$ cat config.mk
export PLATFORM = sky130hd
export DESIGN_NAME = decode_stage
export DESIGN_NICKNAME = d
export VERILOG_FILES = /design/src/rtl/nand_cpu_pkg.sv /design/src/rtl/decode_stage.sv
export SDC_FILE = /design/constraint.sdc
export NUM_CORES = 1
export LEC_CHECK = 0
export BUFFER_PORTS_ARGS = -buffer_cell sky130_fd_sc_hd__buf_4
export CORE_ASPECT_RATIO = 0.75
export CORE_UTILIZATION = 40
export DETAILED_ROUTE_END_ITERATION = 6
export PLACE_DENSITY = 0.71
export SLEW_MARGIN = 20
export SYNTH_ARGS = -nofsm -noshare
export SYNTH_HDL_FRONTEND = slang
export SYNTH_SLANG_ARGS = --single-unit
$ cat constraint.sdc
create_clock -name clk -period 1.5 [get_ports clk]
set_clock_uncertainty 0.2 [all_clocks]
set_input_delay 0.075 -clock clk [delete_from_list [all_inputs] [get_ports clk]]
set_output_delay 0.075 -clock clk [all_outputs]
set_load 0.02 [all_outputs]
$ cat src/rtl/nand_cpu_pkg.sv
// Shared types for the NAND CPU pipeline: ALU operation encoding.
package nand_cpu_pkg;
   typedef enum logic [2:0] {
      ALU_CLR,
      ALU_CP,
      ALU_NAND,
      ALU_LS,
      ALU_RS,
      ALU_EQ,
      ALU_NE,
      ALU_LI
   } ALU_OP;
endpackage

$ cat src/rtl/decode_stage.sv
// Decode stage: 8-bit instruction decode into a one-deep output register with handshake.
// Optional register/accumulator scoreboard enabled by macro DECODE_SCOREBOARD_EN.
module decode_stage
   import nand_cpu_pkg::*;
#(
   parameter int NUM_REG = 16,
   parameter int PC_W    = 8,
   parameter int RW      = $clog2(NUM_REG)
) (
   input  logic            clk,
   input  logic            rst,
   input  logic            in_valid,
   output logic            in_ready,
   input  logic [7:0]      in_instr,
   input  logic [PC_W-1:0] in_pc,
   output logic            out_valid,
   input  logic            out_ready,
   output logic [PC_W-1:0] out_pc,
   output logic            read_a,
   output logic            write_a,
   output logic            read_r,
   output logic            write_r,
   output logic            use_immdt,
   output logic [RW-1:0]   r,
   output logic [3:0]      immdt,
   output logic [1:0]      shift,
   output ALU_OP           alu_op,
   output logic            is_br,
   output logic            is_jrl,
   output logic            is_ld,
   output logic            is_st,
   output logic            interrupt,
   output logic            halt,
   output logic            illegal,
   input  logic            wb_a,
   input  logic            wb_r_valid,
   input  logic [RW-1:0]   wb_r,
   input  logic            flush,
   output logic            halted
);

   typedef struct packed {
      logic          read_a;
      logic          write_a;
      logic          read_r;
      logic          write_r;
      logic          use_immdt;
      logic [RW-1:0] r;
      logic [3:0]    immdt;
      logic [1:0]    shift;
      ALU_OP         alu_op;
      logic          is_br;
      logic          is_jrl;
      logic          is_ld;
      logic          is_st;
      logic          interrupt;
      logic          halt;
      logic          illegal;
   } dec_t;

   typedef enum logic [1:0] {S_RUN, S_STALL, S_HALTED} state_t;

   dec_t            w_dec, r_dec;
   logic [PC_W-1:0] r_pc;
   logic            r_out_valid;
   state_t          r_state, w_state_nxt;
   logic            w_in_ready, w_take, w_xfer, w_halt_set, w_hazard;

   always_comb begin
      w_dec           = '0;
      w_dec.r         = in_instr[RW-1:0];
      w_dec.immdt     = in_instr[3:0];
      w_dec.shift     = in_instr[5:4];
      w_dec.alu_op    = ALU_CLR;
      case (in_instr[7:4])
         4'h0: begin
            if (in_instr[3:0] == 4'd0) begin
               w_dec.write_a = 1'b1;
            end else begin
               w_dec.read_a  = 1'b1;
               w_dec.write_r = 1'b1;
               w_dec.alu_op  = ALU_CP;
            end
         end
         4'h1: begin w_dec.read_a = 1'b1; w_dec.write_a = 1'b1; w_dec.read_r = 1'b1; w_dec.alu_op = ALU_NAND; end
         4'h2: begin w_dec.read_a = 1'b1; w_dec.write_a = 1'b1; w_dec.read_r = 1'b1; w_dec.alu_op = ALU_LS; end
         4'h3: begin w_dec.read_a = 1'b1; w_dec.write_a = 1'b1; w_dec.read_r = 1'b1; w_dec.alu_op = ALU_RS; end
         4'h4: begin w_dec.read_a = 1'b1; w_dec.read_r = 1'b1; w_dec.alu_op = ALU_EQ; end
         4'h5: begin w_dec.read_a = 1'b1; w_dec.read_r = 1'b1; w_dec.alu_op = ALU_NE; end
         4'h6: begin w_dec.read_r = 1'b1; w_dec.is_br = 1'b1; end
         4'h7: begin w_dec.read_r = 1'b1; w_dec.write_r = 1'b1; w_dec.is_jrl = 1'b1; end
         4'h8, 4'h9, 4'hA, 4'hB: begin
            w_dec.read_a    = 1'b1;
            w_dec.write_a   = 1'b1;
            w_dec.use_immdt = 1'b1;
            w_dec.alu_op    = ALU_LI;
         end
         4'hC: begin w_dec.read_a = 1'b1; w_dec.write_a = 1'b1; w_dec.read_r = 1'b1; w_dec.is_ld = 1'b1; end
         4'hD: begin w_dec.read_a = 1'b1; w_dec.read_r = 1'b1; w_dec.is_st = 1'b1; end
         4'hE: begin w_dec.use_immdt = 1'b1; w_dec.interrupt = 1'b1; end
         4'hF: begin w_dec.use_immdt = 1'b1; w_dec.halt = 1'b1; end
         default: ;
      endcase
      // Register index bits above the implemented file size make the instruction illegal.
      if ((w_dec.read_r || w_dec.write_r) && ((in_instr[3:0] >> RW) != 4'd0)) begin
         w_dec.illegal   = 1'b1;
         w_dec.read_a    = 1'b0;
         w_dec.write_a   = 1'b0;
         w_dec.read_r    = 1'b0;
         w_dec.write_r   = 1'b0;
         w_dec.is_br     = 1'b0;
         w_dec.is_jrl    = 1'b0;
         w_dec.is_ld     = 1'b0;
         w_dec.is_st     = 1'b0;
         w_dec.interrupt = 1'b0;
         w_dec.halt      = 1'b0;
      end
   end

   // A flushed instruction never counts as transferred.
   assign w_xfer     = r_out_valid && out_ready && !flush;
   assign w_halt_set = w_xfer && r_dec.halt;
   assign w_take     = in_valid && w_in_ready;

`ifdef DECODE_SCOREBOARD_EN
   logic [NUM_REG-1:0] r_pend_r, w_clr_r, w_pend_r;
   logic               r_pend_a, w_pend_a;

   always_comb begin
      w_clr_r = '0;
      if (wb_r_valid) w_clr_r[wb_r] = 1'b1;
      w_pend_r = r_pend_r & ~w_clr_r;
      w_pend_a = r_pend_a && !wb_a;
   end

   assign w_hazard = in_valid &&
      ((w_dec.read_r && (w_pend_r[w_dec.r] || (r_out_valid && r_dec.write_r && (r_dec.r == w_dec.r)))) ||
       (w_dec.read_a && (w_pend_a || (r_out_valid && r_dec.write_a))));

   // Clears are applied first so a same-cycle set wins.
   always_ff @(posedge clk) begin
      if (rst) begin
         r_pend_r <= '0;
         r_pend_a <= 1'b0;
      end else begin
         r_pend_r <= w_pend_r | ((w_xfer && r_dec.write_r) ? (NUM_REG'(1) << r_dec.r) : '0);
         r_pend_a <= w_pend_a || (w_xfer && r_dec.write_a);
      end
   end
`else
   logic w_unused_wb;
   assign w_unused_wb = ^{wb_a, wb_r_valid, wb_r};
   assign w_hazard    = 1'b0;
`endif

   always_comb begin
      w_state_nxt = r_state;
      w_in_ready  = 1'b0;
      case (r_state)
         S_RUN, S_STALL: begin
            w_in_ready = !(r_out_valid && r_dec.halt) && (!r_out_valid || out_ready) &&
                         !w_hazard && !flush && !rst;
            if (w_halt_set)    w_state_nxt = S_HALTED;
            else if (w_hazard) w_state_nxt = S_STALL;
            else               w_state_nxt = S_RUN;
         end
         S_HALTED: w_state_nxt = S_HALTED;
         default:  w_state_nxt = S_RUN;
      endcase
   end

   always_ff @(posedge clk) begin
      if (rst) r_state <= S_RUN;
      else     r_state <= w_state_nxt;
   end

   always_ff @(posedge clk) begin
      if (rst) begin
         r_out_valid <= 1'b0;
         r_dec       <= '0;
         r_pc        <= '0;
      end else if (w_take) begin
         r_out_valid <= 1'b1;
         r_dec       <= w_dec;
         r_pc        <= in_pc;
      end else if (w_xfer || flush) begin
         r_out_valid <= 1'b0;
      end
   end

   assign in_ready  = w_in_ready;
   assign halted    = (r_state == S_HALTED);
   assign out_valid = r_out_valid;
   assign out_pc    = r_pc;
   assign read_a    = r_dec.read_a;
   assign write_a   = r_dec.write_a;
   assign read_r    = r_dec.read_r;
   assign write_r   = r_dec.write_r;
   assign use_immdt = r_dec.use_immdt;
   assign r         = r_dec.r;
   assign immdt     = r_dec.immdt;
   assign shift     = r_dec.shift;
   assign alu_op    = r_dec.alu_op;
   assign is_br     = r_dec.is_br;
   assign is_jrl    = r_dec.is_jrl;
   assign is_ld     = r_dec.is_ld;
   assign is_st     = r_dec.is_st;
   assign interrupt = r_dec.interrupt;
   assign halt      = r_dec.halt;
   assign illegal   = r_dec.illegal;

endmodule

==> flow_summary.ini <==
[floorplan]
std_cell_rows = 17
floorplan.initialDensity = 0.425
floorplan.die_area_sq_mm = 0.00339
die_w_microns = 66.9
fp.coreArea_sq_mm = 0.00298
dieHeight_microns = 50.7
i_o_pin_cnt = 63

[min_path]
timing.hold.worst_endpoint = out_valid
holdCritPathClass = in -> reg
min_delay_path_depth = 5
min-delay-start = flush

[yosys]
ys_seq_elements = 30
syn_inst = 158
synthesized_area_per_cell_sq_um = 8.01
syn_area_sq_mm = 0.00126
yosysSeqAreaShare = 0.475
yosysWarningCount = 0
netlist-cell-type-count = 31
syn-num-nets = 185

[critical_path]
arrival_ns = 1.65
critical_path_peak_fanout = 5
end_kind = flop
worst-setup-path-type = reg -> reg
worst_reg_to_reg_setup_slack_ns = -0.14
r2r_cells = 4
setup_crit_start_kind = flop
cp.required_ns = 1.51
crit-reg2reg-capture = is_br
reg2reg_from = r_state[1]

[global_route]
grt_pass1_wl_microns = 5690
grt.overflow.total = 0
antenna_violations_before_repair = 0
grt_pass1_vias = 1250
grt_start_max_net_pins = 32
grt_util_all_layers = 0.229

[routing]
ant_nets = 0
vias_per_cell = 5.10
avgRoutedWirePerCell_microns = 13.5
vias = 1403
drt_iter0_markers = 32
finalWirelength_microns = 3720
post-route-drc-count = 0
drt-pass1-iter-count = 4

[clock_network]
htree_num_levels = 2
clock_sinks = 30
cts_tree = built
clock_insertion_delay_worst_skew_ns = 0.28
cts_buffers = 5
clkTransAtPathRegs_ns = 0.06
cts.path.max_buffers = 2
cts-root-buf = sky130_fd_sc_hd__clkbuf_8

[cells_and_area]
finish.cell_count_without_fillers = 275
area_growth_pct = 67.4
area.sequential_sq_um = 606
finish.net_count = 263
multi_input_area_sq_um = 657
insertedDiodeCount = 0
drive_above_1_share = 0.384
final_util = 0.711
fillers = 221

[timing]
setup_viol_count_final = 27
fin_crit_ns = 1.64
report.final.hold_viol_count = 0
finalWorstSetupSlack_ns = -0.142
max_transition_viols_final = 0
maxClockFrequency_mhz = 609
period_share = 1.09
grt_setup_unrepaired = yes

[placement]
post-place-ws_ns = -0.252
io_buffer_count = 55
dp.final_hpwl_microns = 2370
numPlacedInstances = 248
place_congestion = 0.810

[job]
max-cap-violations = 0

[power]
power.density_mw_per_mm2 = 852
cellLeakagePower_nw = 0.882
worst_ir_drop_vdd_mv = 0.660

[run_status]
violations = negative setup slack
run_status = finished with violations
[cell usage after synthesis, drive strengths merged]
library cell	instances	area, sq um
nand2	39	146
dfxtp	30	601
a21oi	26	130
nor2	10	37.5
buf	8	61.3
clkbuf	8	30.0
nand2b	4	25.0
nor3	4	20.0
nand4	3	18.8
a311oi	2	17.5
nand3	2	10.0
nand3b	2	15.0
nor2b	2	12.5
o21ai	2	10.0
or3	2	12.5
a2111oi	1	8.76
a211o	1	8.76
a211oi	1	7.51
a21bo	1	10.0
a21boi	1	11.3
a221o	1	10.0
a41oi	1	8.76
conb	1	3.75
inv	1	3.75
nor4b	1	15.0
o21bai	1	7.51
o22ai	1	6.26
or3b	1	8.76
or4	1	7.51
[cell usage in the layout, fill, tap and decap left out, drive strengths merged, types with 2 or more instances in the layout]
| master | Yosys | routed |
|---|---|---|
| buf | 8 | 69 |
| nand2 | 39 | 39 |
| dfxtp | 30 | 30 |
| a21oi | 26 | 26 |
| dlygate4sd3 | 0 | 17 |
| nor2 | 10 | 10 |
| clkbuf | 8 | 7 |
| nor3 | 4 | 4 |
| nand2b | 4 | 4 |
| nand4 | 3 | 3 |
| nand3 | 2 | 2 |
| nand3b | 2 | 2 |
| nor2b | 2 | 2 |
| or3 | 2 | 2 |
| a311oi | 2 | 2 |
| a21bo | 1 | 2 |
| o21ai | 2 | 2 |
[cell families (layout without fill, tap and decap cells)]
group / after synthesis / after routing / synth area share
other: 1 / 1 / 0.00296
flip-flops: 30 / 30 / 0.475
AO/OA/AOI/OAI: 39 / 40 / 0.187
buffers and inverters: 17 / 95 / 0.0752
AND/OR/NAND/NOR: 71 / 71 / 0.260
[layer usage]
metal	share of wire	vias to the layer above	track usage	routed length (microns)
met5	0	-	0	0
met4	0.011	0	0.0603	42
met3	0.064	5	0.0818	237
met2	0.48	60	0.387	1800
met1	0.44	648	0.271	1640
li1	-	690	-	-
[flip-flops by register name, indices dropped and copies added (netlist names)]
name,count
write_a,1
read_r,1
r_state,1
out_valid,1
read_a,1
use_immdt,1
is_st,1
interrupt,1
immdt,4
is_br,1
write_r,1
shift,2
out_pc,8
is_jrl,1
halt,1
alu_op,3
is_ld,1
[what timing repair did]
item	4_1_cts	5_1_grt
setup buffers	1	1
gates cloned	1	0
pin swaps	8	4
setup endpoints to repair	30	30
resized for setup	11	8
hold buffers	17	0
endpoints found under the hold margin	24	0
[report_power, final]
group	internal (mW)	total, mW	switching [mW]
logic	0.159	0.319	0.159
registers	0.819	0.834	0.0147
clock network	0.369	0.651	0.282
[critical path, cell delays in order (launching register included)]
cell	delay [ns]
sky130_fd_sc_hd__dfxtp_4	0.35
sky130_fd_sc_hd__nor4b_4	0.26
sky130_fd_sc_hd__a21bo_4	0.28
sky130_fd_sc_hd__or3b_1	0.35
sky130_fd_sc_hd__a21oi_1	0.13
[worst max path at each step]
stage	end	startpoint	cells after the start	slack [ns]
floorplan	read_a	r_state[1]	5	-0.12
global route	is_br	r_state[1]	4	-0.19
CTS	is_jrl	r_state[1]	4	-0.14
detailed placement	is_jrl	r_state[1]	4	-0.25
global placement	is_jrl	r_state[1]	4	-0.14
finish	is_br	r_state[1]	4	-0.14
[final cells by class]
| type | count | area share |
|---|---|---|
| Timing Repair Buffer | 86 | 0.336 |
| Multi-Input combinational cell | 112 | 0.310 |
| Sequential cell | 30 | 0.286 |
| Clock buffer | 7 | 0.0408 |
| Tap cell | 38 | 0.0225 |
| Clock inverter | 1 | 0.00236 |
| Inverter | 1 | 0.00177 |
[through the flow]
| step | power [mW] | setup TNS (ns) | instance area, sq um | hold WS [ns] |
|---|---|---|---|---|
| 2_1_floorplan | 0.985 | -1.70 | 1280 | -0.00451 |
| 3_3_place_gp | 1.10 | -1.11 | 1750 | 0.130 |
| 3_5_place_dp | 1.10 | -3.00 | 1750 | 0.136 |
| 4_1_cts | 1.80 | -2.10 | 2090 | 0.0398 |
| 5_1_grt | 1.89 | -3.48 | 2120 | 0.0784 |
| 6_report | 1.80 | -1.48 | 2120 | 0.0466 |
(Power assumes the default switching activity.)
